[src/rtl/mem_arbiter.sv]
`default_nettype none
// ============================================================================
// mem_arbiter : two-port (instruction / data) block arbiter for main memory,
//               alternating priority on conflict.
// Revision    : 1.0
// ============================================================================
module mem_arbiter (
    input  logic         CLK,
    input  logic         RESET,
    input  logic         I_READ,
    input  logic [27:0]  I_ADDR,
    output logic [127:0] I_READDATA,
    output logic         I_BUSYWAIT,
    input  logic         D_READ,
    input  logic         D_WRITE,
    input  logic [27:0]  D_ADDR,
    input  logic [127:0] D_WRITEDATA,
    output logic [127:0] D_READDATA,
    output logic         D_BUSYWAIT,
    output logic         M_READ,
    output logic         M_WRITE,
    output logic [27:0]  M_ADDR,
    output logic [127:0] M_WRITEDATA,
    input  logic [127:0] M_READDATA,
    input  logic         M_BUSYWAIT
);

    typedef enum logic [2:0] {
        S_IDLE      = 3'd0,
        S_GRANT_I   = 3'd1,
        S_GRANT_D   = 3'd2,
        S_RELEASE_I = 3'd3,
        S_RELEASE_D = 3'd4
    } state_t;

    state_t         r_state;
    logic           r_last_grant_d;
    logic           r_d_write;
    logic [127:0]   r_i_readdata;
    logic [127:0]   r_d_readdata;

    logic           w_i_pend;
    logic           w_d_pend;
    logic           w_grant_i;
    logic           w_grant_d;

    assign w_i_pend  = I_READ;
    assign w_d_pend  = D_READ | D_WRITE;

    // Strobes are gated by RESET so an in-flight transfer is dropped at once.
    assign w_grant_i = (r_state == S_GRANT_I) & ~RESET;
    assign w_grant_d = (r_state == S_GRANT_D) & ~RESET;

    always_ff @(posedge CLK) begin
        if (RESET) begin
            r_state        <= S_IDLE;
            r_last_grant_d <= 1'b0;
            r_d_write      <= 1'b0;
            r_i_readdata   <= '0;
            r_d_readdata   <= '0;
        end else begin
            case (r_state)
                S_IDLE: begin
                    if (w_i_pend && (!w_d_pend || r_last_grant_d)) begin
                        r_state        <= S_GRANT_I;
                        r_last_grant_d <= 1'b0;
                    end else if (w_d_pend) begin
                        r_state        <= S_GRANT_D;
                        r_last_grant_d <= 1'b1;
                        // Operation is latched so a dropped request still completes.
                        r_d_write      <= D_WRITE;
                    end
                end
                S_GRANT_I: begin
                    if (!M_BUSYWAIT) begin
                        r_i_readdata <= M_READDATA;
                        r_state      <= S_RELEASE_I;
                    end
                end
                S_GRANT_D: begin
                    if (!M_BUSYWAIT) begin
                        if (!r_d_write) begin
                            r_d_readdata <= M_READDATA;
                        end
                        r_state <= S_RELEASE_D;
                    end
                end
                S_RELEASE_I,
                S_RELEASE_D: r_state <= S_IDLE;
                default:     r_state <= S_IDLE;
            endcase
        end
    end

    assign I_READDATA  = r_i_readdata;
    assign D_READDATA  = r_d_readdata;

    assign I_BUSYWAIT  = w_i_pend & (r_state != S_RELEASE_I);
    assign D_BUSYWAIT  = w_d_pend & (r_state != S_RELEASE_D);

    assign M_READ      = w_grant_i | (w_grant_d & ~r_d_write);
    assign M_WRITE     = w_grant_d & r_d_write;
    assign M_ADDR      = w_grant_i ? I_ADDR : (w_grant_d ? D_ADDR : 28'd0);
    assign M_WRITEDATA = w_grant_d ? D_WRITEDATA : 128'd0;

endmodule
`default_nettype wire

[config.mk]
export PLATFORM = sky130hd
export DESIGN_NAME = mem_arbiter
export DESIGN_NICKNAME = d
export VERILOG_FILES = /design/src/rtl/mem_arbiter.sv
export SDC_FILE = /design/constraint.sdc
export NUM_CORES = 1
export LEC_CHECK = 0
export ABC_AREA = 1
export BUFFER_PORTS_ARGS = -buffer_cell sky130_fd_sc_hd__buf_2
export CORE_AREA = 2 2 282 284
export CTS_CLUSTER_SIZE = 14
export DETAILED_ROUTE_END_ITERATION = 8
export DIE_AREA = 0 0 284 286
export GPL_ROUTABILITY_DRIVEN = 1
export PLACE_DENSITY = 0.44
export REMOVE_ABC_BUFFERS = 1
export SLEW_MARGIN = 20
export SYNTH_ARGS = -nofsm -noshare
export SYNTH_HDL_FRONTEND = slang
export SYNTH_SLANG_ARGS = --single-unit
[constraint.sdc]
create_clock -name CLK -period 1.4 [get_ports CLK]
set_input_delay 0.07 -clock CLK [delete_from_list [all_inputs] [get_ports CLK]]
set_output_delay 0.07 -clock CLK [all_outputs]
set_load 0.005 [all_outputs]
==> results of run 1 <==
-- through the flow --
stage / instances / power, uW / hold slack, ns / area [sq um] / TNS (ns)
global route: 3574 / 26300 / 0.00620 / 21800 / -204.31
finish: 3575 / 25200 / 0.0174 / 21800 / -165.50
CTS: 3519 / 24200 / -0.0578 / 20000 / -175.74
floorplan: 1412 / 10500 / 0.139 / 10100 / -1483.44
detailed placement: 3285 / 14300 / 0.313 / 16200 / -41.07
global placement: 3285 / 14300 / 0.311 / 16200 / -40.77
-- synth_stat cells --
| library cell | n | area, sq um |
|---|---|---|
| sky130_fd_sc_hd__nor2_1 | 389 | 1460 |
| sky130_fd_sc_hd__dfxtp_1 | 261 | 5230 |
| sky130_fd_sc_hd__nand3_1 | 186 | 931 |
| sky130_fd_sc_hd__nand2_1 | 168 | 631 |
| sky130_fd_sc_hd__inv_1 | 137 | 514 |
| sky130_fd_sc_hd__a21oi_1 | 134 | 671 |
| sky130_fd_sc_hd__o21ai_0 | 121 | 606 |
| sky130_fd_sc_hd__buf_2 | 68 | 340 |
| sky130_fd_sc_hd__clkbuf_1 | 36 | 135 |
| sky130_fd_sc_hd__buf_6 | 10 | 113 |
| sky130_fd_sc_hd__buf_4 | 8 | 60.1 |
| sky130_fd_sc_hd__o21ai_1 | 8 | 40.0 |
| sky130_fd_sc_hd__buf_1 | 2 | 7.51 |
| sky130_fd_sc_hd__a31oi_1 | 1 | 6.26 |
| sky130_fd_sc_hd__inv_2 | 1 | 3.75 |
| sky130_fd_sc_hd__nand2_2 | 1 | 6.26 |
| sky130_fd_sc_hd__nand3_2 | 1 | 10.0 |
| sky130_fd_sc_hd__nor2_2 | 1 | 6.26 |
| sky130_fd_sc_hd__nor2_4 | 1 | 11.3 |
| sky130_fd_sc_hd__nor3_1 | 1 | 5.00 |
| sky130_fd_sc_hd__o22ai_1 | 1 | 6.26 |
-- power by group through the flow --
stage / Sequential [uW] / Clock [uW] / Combinational [uW]
6_report: 8410 / 7880 / 8870
5_1_grt: 8490 / 8410 / 9420
4_1_cts: 8390 / 8180 / 7600
3_5_place_dp: 8540 / 0 / 5780
3_3_place_gp: 8540 / 0 / 5790
2_1_floorplan: 8590 / 0 / 1960
-- path summary, 6_finish.rpt --
check | slack, ns | start | endpoint
setup / recovery | -0.70 | r_state[0] | M_WRITEDATA[110]
hold reg to reg | 0.46 | D_READDATA[11] | D_READDATA[11]
hold / removal | 0.02 | RESET | D_READDATA[126]
setup reg to reg | -0.38 | r_state[0] | I_READDATA[5]
-- sequential cells by signal, indices dropped and copies added, names as in the netlist --
register and count:
r_last_grant_d 1, r_d_write 1, D_READDATA 128, r_state 3, I_READDATA 128
-- cell families after synthesis --
kind of cell    after synthesis  synth area share, %
simple gates                748                 28.4
compound gates              265                 12.3
buf+inv                     262                 10.9
flops                       261                 48.4
-- area by class of cell --
class	instances	area [sq um]
Clock buffer	44	885
Sequential cell	261	5230
Fill cell	8715	56600
Inverter	138	546
Tap cell	1050	1310
Clock inverter	6	65.1
Timing Repair Buffer	1056	8340
Antenna cell	5	12.5
Multi-Input combinational cell	1015	5400
-- per-layer routing --
| layer | wire, um | track usage (%) | up-vias |
|---|---|---|---|
| met1 | 30300 | 19.1 | 6814 |
| met2 | 43800 | 33.5 | 633 |
| met5 | 37 | 0 | - |
| li1 | - | - | 6826 |
| met4 | 2930 | 6.76 | 6 |
| met3 | 6300 | 4.86 | 120 |
-- worst register-to-register path, stage by stage (launching register included) --
cell	delay (ns)
sky130_fd_sc_hd__dfxtp_2	0.33
sky130_fd_sc_hd__buf_4	0.15
sky130_fd_sc_hd__nand3_4	0.10
sky130_fd_sc_hd__buf_6	0.12
sky130_fd_sc_hd__buf_6	0.11
sky130_fd_sc_hd__nor2_4	0.12
sky130_fd_sc_hd__buf_6	0.14
sky130_fd_sc_hd__clkinv_8	0.09
sky130_fd_sc_hd__bufbuf_16	0.31
sky130_fd_sc_hd__nor2_1	0.14
sky130_fd_sc_hd__nor2_1	0.07
-- timing repair --
| item | CTS | global route |
|---|---|---|
| gates resized for setup | 188 | 281 |
| setup endpoints to repair | 414 | 419 |
| hold endpoints to repair | 261 | 25 |
| setup buffers | 33 | 25 |
| hold buffers | 133 | 2 |
| gates cloned | 20 | 30 |
| pin swaps | 23 | 81 |
==> flow_metrics.env, run 1 <==
export IMPL_pre_cts_ws_ns=-0.494
export IMPL_detail_route_antenna_nets=0
export IMPL_fmaxAchievable_mhz=477
export IMPL_tritoncts="done"
export IMPL_critical_path_required_ns=1.33
export IMPL_startpoint_types="flip-flop"
export IMPL_timing_final_crit_share_pct=150
export IMPL_synth_seq_cells=261
export IMPL_grt_pass1_wl_mm=106
export IMPL_violations_in_the_final_reports="negative setup slack"
export IMPL_num_vias=14400
export IMPL_final_max_slew_viol_count=0
export IMPL_final_nets=2821
export IMPL_floorplan_die_height_um=286
export IMPL_synth_warning_count=0
export IMPL_avgSynthCellArea_sq_um=7.02
export IMPL_crit_path_cell_trace="nor2_2 -> nand2_2 -> inv_2 -> buf_12 -> nand2_8 -> buf_16 -> buf_4 -> buf_6 -> nor2_4 -> buf_2"
export IMPL_path_delay_family="buffers and inverters"
export IMPL_p_clk_share_pct=31.3
export IMPL_initial_utilization_pct=13.8
export IMPL_power_density_nw_per_um2=1150
export IMPL_worstMarginPinSlew_ns=0.477
export IMPL_rr_worst_depth=10
export IMPL_postRouteWirelength_mm=83.3
export IMPL_worst_ep_arrival_time_ns=2.03
export IMPL_max_slew_margin_rel_pct=68.2
export IMPL_outcome="finished, violations left"
export IMPL_ctsLongestPathBuffers=3
export IMPL_grt_max_degree=64
export IMPL_cpPeakStageDelay_ns=0.32
export IMPL_grt_total_usage_pct=17.9
export IMPL_pin_count=734
export IMPL_detailed_place_hpwl_mm=57.8
export IMPL_synthesis_area_sq_um=10800
export IMPL_timing_worst_setup_path_type="flip-flop to output port"
export IMPL_root_buffer="sky130_fd_sc_hd__clkbuf_16"
export IMPL_final_critical_path_setup_slack_ns=-0.697
export IMPL_p_leak_uw=0.0107
export IMPL_crit_path_top_delay_cell="sky130_fd_sc_hd__dfxtp_2"
export IMPL_max_cap_violations=0
export IMPL_netSwitchingFraction_pct=33.4
export IMPL_htree_num_levels=1
export IMPL_most_common_cell_after_layout_fill_and_taps_aside="sky130_fd_sc_hd__buf_2"
export IMPL_cp_end_kind="output port"
export IMPL_dieWidth_um=284
export IMPL_antenna_found_initial=19
export IMPL_crit_path_max_fanout=8
export IMPL_detail_route_drc_violations=0
export IMPL_path_clk_slew_ns=0.06
export IMPL_seq_area_frac_synth_pct=48.4
export IMPL_timing_hold_worst_path_depth=4
export IMPL_grt_pass1_vias=13800
export IMPL_power_ir_vdd_worst_v=0.000782
export IMPL_layout_area_overhead_vs_synth_pct=102
export IMPL_drt_pass1_iter_count=5
export IMPL_setup_viol=419
export IMPL_internal_power_uw=16800
export IMPL_viasPerCell=4.03
export IMPL_pwr_share_comb_pct=35.3
export IMPL_worstHoldPathType="primary input to flip-flop"
export IMPL_cells_after_synthesis=1536
export IMPL_floorplan_core_area_sq_um=78400
export IMPL_die_area_sq_um=81200
export IMPL_cts_buffers=31
export IMPL_placementRows=103
export IMPL_grt_setup_unrepaired="yes"
export IMPL_p_seq_share_pct=33.4
export IMPL_place_gp_congestion=1.00
export IMPL_finalHoldViolations=0
export IMPL_worst_path_buf_inv=6
export IMPL_post_synth_num_cell_types=21
export IMPL_global_route_overflow_total=0
export IMPL_worstSkewPairLatency_ns=0.58
export IMPL_port_buffers=733
export IMPL_mostFrequentLayoutCells="695 x sky130_fd_sc_hd__buf_2, 271 x sky130_fd_sc_hd__nor2_1, 258 x sky130_fd_sc_hd__dfxtp_1"
export IMPL_cp_depth=10
export IMPL_min_period_ns=2.10
export IMPL_post_route_util_pct=27.8
export IMPL_fin_skew_ns=0.0160
export IMPL_first_iter_violations=776
export IMPL_cts_num_sinks=261
export IMPL_power_net_switching_uw=8410
export IMPL_drt_wirelength_per_cell_um=23.3
export IMPL_layout_cell_share_with_drive_strength_beyond_1_pct=46.9
No activity file was read; power rests on OpenSTA's default activity.
==> run 2: changes to the inputs <==
--- a/config.mk
+++ b/config.mk
@@ -7,10 +7,10 @@
 export LEC_CHECK = 0
 export ABC_AREA = 1
 export BUFFER_PORTS_ARGS = -buffer_cell sky130_fd_sc_hd__buf_2
-export CORE_AREA = 2 2 282 284
+export CORE_AREA = 2 2 285 287
 export CTS_CLUSTER_SIZE = 14
 export DETAILED_ROUTE_END_ITERATION = 8
-export DIE_AREA = 0 0 284 286
+export DIE_AREA = 0 0 287 289
 export GPL_ROUTABILITY_DRIVEN = 1
 export PLACE_DENSITY = 0.44
 export REMOVE_ABC_BUFFERS = 1
==> flow_metrics.env, run 2 (synthesis results as in run 1) <==
export IMPL_final_critical_path_setup_slack_ns=-0.530
export IMPL_crit_path_max_fanout=8
export IMPL_critical_path_source="r_state[2]"
export IMPL_cp_end_kind="output port"
export IMPL_worstHoldPathType="primary input to flip-flop"
export IMPL_drt_pass1_iter_count=5
export IMPL_r2r_end="D_READDATA[68]"
export IMPL_stdcell_area_sq_um=20400
export IMPL_path_clk_slew_ns=0.06
export IMPL_antenna_found_initial=22
export IMPL_grt_pass1_vias=13500
export IMPL_seq_area_sq_um=5230
export IMPL_dieWidth_um=287
export IMPL_global_route_overflow_total=0
export IMPL_ctsLongestPathBuffers=3
export IMPL_port_buffers=733
export IMPL_timing_final_crit_share_pct=138
export IMPL_post_place_cells=3307
export IMPL_startpoint_types="flip-flop"
export IMPL_hold_slack_ns=0.139
export IMPL_rr_worst_depth=11
export IMPL_violations_in_the_final_reports="negative setup slack"
export IMPL_root_buffer="sky130_fd_sc_hd__clkbuf_16"
export IMPL_die_area_sq_um=82900
export IMPL_first_iter_violations=726
export IMPL_detailed_place_hpwl_mm=56.5
export IMPL_worst_path_buf_inv=5
export IMPL_crit_path_top_delay_cell="sky130_fd_sc_hd__dfxtp_2"
export IMPL_worst_ep_arrival_time_ns=1.86
export IMPL_viasPerCell=3.93
export IMPL_floorplan_die_height_um=289
export IMPL_max_slew_margin_rel_pct=67.0
export IMPL_grt_total_usage_pct=17.0
export IMPL_layout_cell_share_with_drive_strength_beyond_1_pct=41.6
export IMPL_post_layout_nonfiller_instances=3551
export IMPL_post_layout_total_power_uw=25700
export IMPL_cts_buffers=35
export IMPL_grt_max_degree=86
export IMPL_cpPeakStageDelay_ns=0.33
export IMPL_place_gp_congestion=0.920
export IMPL_path_delay_family="buffers and inverters"
export IMPL_detail_route_drc_violations=0
export IMPL_detail_route_antenna_nets=0
export IMPL_crit_path_cell_trace="nor2_2 -> nand2_2 -> inv_4 -> nand2_8 -> buf_12 -> buf_12 -> buf_6 -> nor2_4 -> buf_6"
export IMPL_htree_num_levels=2
export IMPL_cp_depth=9
export IMPL_most_common_cell_after_layout_fill_and_taps_aside="sky130_fd_sc_hd__buf_2"
export IMPL_final_max_slew_viol_count=0
export IMPL_drt_wirelength_per_cell_um=21.3
export IMPL_setup_viol=414
export IMPL_finalHoldViolations=0
export IMPL_timing_worst_setup_path_type="flip-flop to output port"
export IMPL_endpoint_of_the_worst_hold_timing_path="D_READDATA[68]"
export IMPL_max_cap_violations=0
export IMPL_multiInputGateArea_sq_um=4840
export IMPL_timing_hold_worst_path_depth=4
export IMPL_cts_num_sinks=261
export IMPL_postRouteWirelength_mm=75.8
export IMPL_fin_skew_ns=0.0186
export IMPL_critical_path_required_ns=1.33
export IMPL_power_ir_vdd_worst_v=0.000996
export IMPL_worstSkewPairLatency_ns=0.55
export IMPL_pin_count=734
export IMPL_outcome="finished, violations left"
export IMPL_dpl_instance_area_sq_um=16200
export IMPL_floorplan_core_area_sq_um=79900
export IMPL_layout_area_overhead_vs_synth_pct=89.3
export IMPL_mostFrequentLayoutCells="692 x sky130_fd_sc_hd__buf_2, 324 x sky130_fd_sc_hd__nor2_1, 259 x sky130_fd_sc_hd__dfxtp_1"
export IMPL_fillerInstances=8983
export IMPL_initial_utilization_pct=13.5
export IMPL_grt_pass1_wl_mm=101
export IMPL_tritoncts="done"
export IMPL_worstReg2RegStart="r_state[2]"
export IMPL_worstMarginPinSlew_ns=0.496
export IMPL_p_leak_uw=0.0103
export IMPL_grt_setup_unrepaired="yes"
export IMPL_worst_hold_startpoint="RESET"
export IMPL_num_vias=13900
export IMPL_placementRows=104
export IMPL_final_nets=2777
export IMPL_fmaxAchievable_mhz=518
export IMPL_min_period_ns=1.93
export IMPL_power_density_nw_per_um2=1260
export IMPL_reg2reg_slack_ns=-0.28
[run 2: layout make-up]
class	instances	share of cell area, %
antenna	5	0.0613
sequential	261	25.6
inverter	138	2.66
clock buffer	46	4.64
tap	1060	6.50
multi-input combinational	1013	23.7
clock inverter	18	1.29
timing repair buffer	1010	35.5
[run 2: power by group]
part           internal [uW]  switching (uW)  leakage [uW]
registers               8080             324       0.00212
logic                   3550            4140       0.00761
clock network           5920            3720      0.000589
total                  17500            8190        0.0103
[run 2: how the worst max path moves through the flow]
stage	endpoint	slack, ns
2_1_floorplan	M_READ	-4.01
3_3_place_gp	D_READDATA[72]	-0.14
3_5_place_dp	D_READDATA[108]	-0.15
4_1_cts	M_WRITEDATA[47]	-0.57
5_1_grt	M_WRITEDATA[101]	-0.63
6_report	M_WRITEDATA[47]	-0.53
[run 2: worst register-to-register path: stages, from the launching register on]
cell and delay [ns]:
sky130_fd_sc_hd__dfxtp_2 0.33, sky130_fd_sc_hd__nor2_2 0.11, sky130_fd_sc_hd__nand2_2 0.08, sky130_fd_sc_hd__buf_4 0.15, sky130_fd_sc_hd__nor2_4 0.10, sky130_fd_sc_hd__buf_12 0.15, sky130_fd_sc_hd__nand2_8 0.07, sky130_fd_sc_hd__buf_12 0.15
sky130_fd_sc_hd__buf_16 0.16, sky130_fd_sc_hd__buf_4 0.16, sky130_fd_sc_hd__nand2_1 0.07, sky130_fd_sc_hd__a21oi_1 0.06
[run 2: layer usage]
layer  global-route usage (%)  share of wire, %
met5                        0              0.16
met1                     18.4                38
met3                     5.92               8.7
met4                     10.2               6.4
met2                     28.7                47
[run 2: through the flow]
step,utilization (%),setup TNS [ns],setup slack [ns]
after floorplan,-,-1483.44,-4.01
after global placement,20.3,-17.53,-0.138
after detailed placement,20.3,-19.69,-0.155
after CTS,25.3,-128.68,-0.572
after global routing,25.5,-155.28,-0.628
final,25.6,-113.36,-0.530
[run 2: what timing repair did]
| item | CTS | global route |
|---|---|---|
| pin swaps | 23 | 14 |
| endpoints found under the setup margin | 398 | 416 |
| resized for setup | 183 | 68 |
| hold buffers | 133 | 0 |
| setup buffers | 27 | 0 |
| hold endpoints to repair | 261 | 0 |
| gates cloned | 16 | 1 |
==> run 3: changes to the inputs <==
--- a/config.mk
+++ b/config.mk
@@ -6,7 +6,9 @@
 export NUM_CORES = 1
 export LEC_CHECK = 0
 export ABC_AREA = 1
+export ABC_CLOCK_PERIOD_IN_PS = 1400
 export BUFFER_PORTS_ARGS = -buffer_cell sky130_fd_sc_hd__buf_2
+export CAP_MARGIN = 20
 export CORE_AREA = 2 2 285 287
 export CTS_CLUSTER_SIZE = 14
 export DETAILED_ROUTE_END_ITERATION = 8
@@ -14,6 +16,7 @@
 export GPL_ROUTABILITY_DRIVEN = 1
 export PLACE_DENSITY = 0.44
 export REMOVE_ABC_BUFFERS = 1
+export SETUP_SLACK_MARGIN = 0.5
 export SLEW_MARGIN = 20
 export SYNTH_ARGS = -nofsm -noshare
 export SYNTH_HDL_FRONTEND = slang
==> flow_metrics.env, run 3 (synthesis results as in run 1) <==
export IMPL_layout_cell_share_with_drive_strength_beyond_1_pct=48.4
export IMPL_dieWidth_um=287
export IMPL_worstReg2RegStart="r_state[2]"
export IMPL_setup_viol=414
export IMPL_max_slew_margin_rel_pct=27.0
export IMPL_startpoint_types="flip-flop"
export IMPL_detailed_place_hpwl_mm=56.5
export IMPL_grt_setup_unrepaired="yes"
export IMPL_power_density_nw_per_um2=1230
export IMPL_worst_hold_startpoint="D_WRITE"
export IMPL_grt_max_degree=86
export IMPL_crit_path_top_delay_cell="sky130_fd_sc_hd__dfxtp_4"
export IMPL_critical_path_required_ns=1.33
export IMPL_grt_pass1_vias=13500
export IMPL_first_iter_violations=593
export IMPL_final_max_slew_viol_count=0
export IMPL_tritoncts="done"
export IMPL_pin_count=734
export IMPL_most_common_cell_after_layout_fill_and_taps_aside="sky130_fd_sc_hd__buf_2"
export IMPL_grt_total_usage_pct=17.1
export IMPL_pwr_share_comb_pct=33.6
export IMPL_global_route_overflow_total=0
export IMPL_initial_utilization_pct=13.5
export IMPL_htree_num_levels=2
export IMPL_internal_power_uw=18400
export IMPL_die_area_sq_um=82900
export IMPL_antenna_found_initial=23
export IMPL_reg2reg_slack_ns=-0.49
export IMPL_num_vias=14300
export IMPL_root_buffer="sky130_fd_sc_hd__clkbuf_16"
export IMPL_worstMarginPinSlew_ns=1.09
export IMPL_max_cap_violations=0
export IMPL_floorplan_core_area_sq_um=79900
export IMPL_worstHoldPathType="primary input to flip-flop"
export IMPL_hold_slack_ns=0.0678
export IMPL_pre_cts_ws_ns=-0.155
export IMPL_mostFrequentLayoutCells="678 x sky130_fd_sc_hd__buf_2, 306 x sky130_fd_sc_hd__nor2_1, 258 x sky130_fd_sc_hd__dfxtp_1"
export IMPL_worst_ep_arrival_time_ns=1.90
export IMPL_post_layout_total_power_uw=27200
export IMPL_crit_path_max_fanout=8
export IMPL_viasPerCell=3.99
export IMPL_place_gp_congestion=0.920
export IMPL_cts_buffers=35
export IMPL_path_clk_slew_ns=0.05
export IMPL_timing_worst_setup_path_type="flip-flop to output port"
export IMPL_fmaxAchievable_mhz=508
export IMPL_p_leak_uw=0.0107
export IMPL_timing_final_crit_share_pct=140
export IMPL_detail_route_drc_violations=0
export IMPL_p_clk_share_pct=35.4
export IMPL_cts_num_sinks=261
export IMPL_finalHoldViolations=0
export IMPL_drt_wirelength_per_cell_um=21.8
export IMPL_detail_route_antenna_nets=0
export IMPL_grt_pass1_wl_mm=102
export IMPL_floorplan_die_height_um=289
export IMPL_cpPeakStageDelay_ns=0.36
export IMPL_crit_path_cell_trace="nor2_4 -> nand2_4 -> inv_4 -> nand2_8 -> buf_12 -> buf_12 -> buf_8 -> nor2_4 -> buf_6"
export IMPL_power_net_switching_uw=8840
export IMPL_critical_path_source="r_state[2]"
export IMPL_postRouteWirelength_mm=78.0
export IMPL_final_critical_path_setup_slack_ns=-0.567
export IMPL_drt_pass1_iter_count=5
export IMPL_placementRows=104
export IMPL_final_nets=2807
export IMPL_cp_end_kind="output port"
export IMPL_netSwitchingFraction_pct=32.5
export IMPL_outcome="finished, violations left"
export IMPL_violations_in_the_final_reports="negative setup slack"
export IMPL_p_seq_share_pct=31.0
export IMPL_fin_skew_ns=0.0153
export IMPL_layout_area_overhead_vs_synth_pct=105
export IMPL_port_buffers=733
export IMPL_min_period_ns=1.97
export IMPL_power_ir_vdd_worst_v=0.00101
export IMPL_ctsLongestPathBuffers=3
export IMPL_worstSkewPairLatency_ns=0.54
run 3: cell types whose count changed in the layout (fill, tap and decap cells not counted), sizes merged:
cell         change
dlygate4sd3      +1
diode            +2
buf             +23
clkbuf           +5
bufbuf           +1
run 3: path summary, 6_finish.rpt:
| kind | end | depth (start not counted) |
|---|---|---|
| hold / removal | r_d_write | 6 |
| hold reg to reg | D_READDATA[28] | 2 |
| setup reg to reg | D_READDATA[29] | 12 |
| setup / recovery | M_WRITEDATA[47] | 9 |
run 3: routing by layer:
layer	vias to the layer above	wire length [um]	share of wire [%]	GRT usage (%)
li1	6810	-	-	-
met1	6675	29300	38	18.6
met2	637	37200	48	29.0
met3	155	6670	8.6	5.80
met4	14	4730	6.1	10.3
met5	-	102	0.13	0
run 3: repair_timing:
item | in CTS | in global routing
gates resized for setup | 242 | 290
pin swaps | 29 | 51
cloned | 22 | 6
hold buffers | 131 | 2
setup buffers | 29 | 15
endpoints found under the hold margin | 261 | 11
endpoints found under the setup margin | 676 | 677
run 3: worst max-delay path: cells and delay by family, from the launching register on:
family,cells,cell delay [ns]
flip-flops,1,0.36
AND/OR/NAND/NOR,4,0.33
buffers and inverters,5,0.67
run 3: per-stage QoR:
step | instances | TNS (ns) | instance area [sq um] | utilization (%)
2_1_floorplan | 1412 | -1483.44 | 10100 | -
3_3_place_gp | 3307 | -17.53 | 16200 | 20.3
3_5_place_dp | 3307 | -19.69 | 16200 | 20.3
4_1_cts | 3553 | -129.18 | 20600 | 25.8
5_1_grt | 3581 | -174.37 | 22100 | 27.6
6_report | 3583 | -137.22 | 22100 | 27.6
run 3: power groups by stage:
stage                     registers [uW]  clock network [uW]  logic [uW]
final                               8450                9640        9140
after global routing                8510               10200        9710
after CTS                           8390                9990        8050
after detailed placement            8540                   0        5740
after global placement              8530                   0        5770
after floorplan                     8590                   0        1960
run 3: layout make-up:
class | instances | area (sq um)
Antenna cell | 7 | 17.5
Clock buffer | 46 | 947
Clock inverter | 18 | 264
Fill cell | 8800 | 57800
Inverter | 138 | 543
Multi-Input combinational cell | 1013 | 5720
Sequential cell | 261 | 5230
Tap cell | 1060 | 1330
Timing Repair Buffer | 1040 | 8030
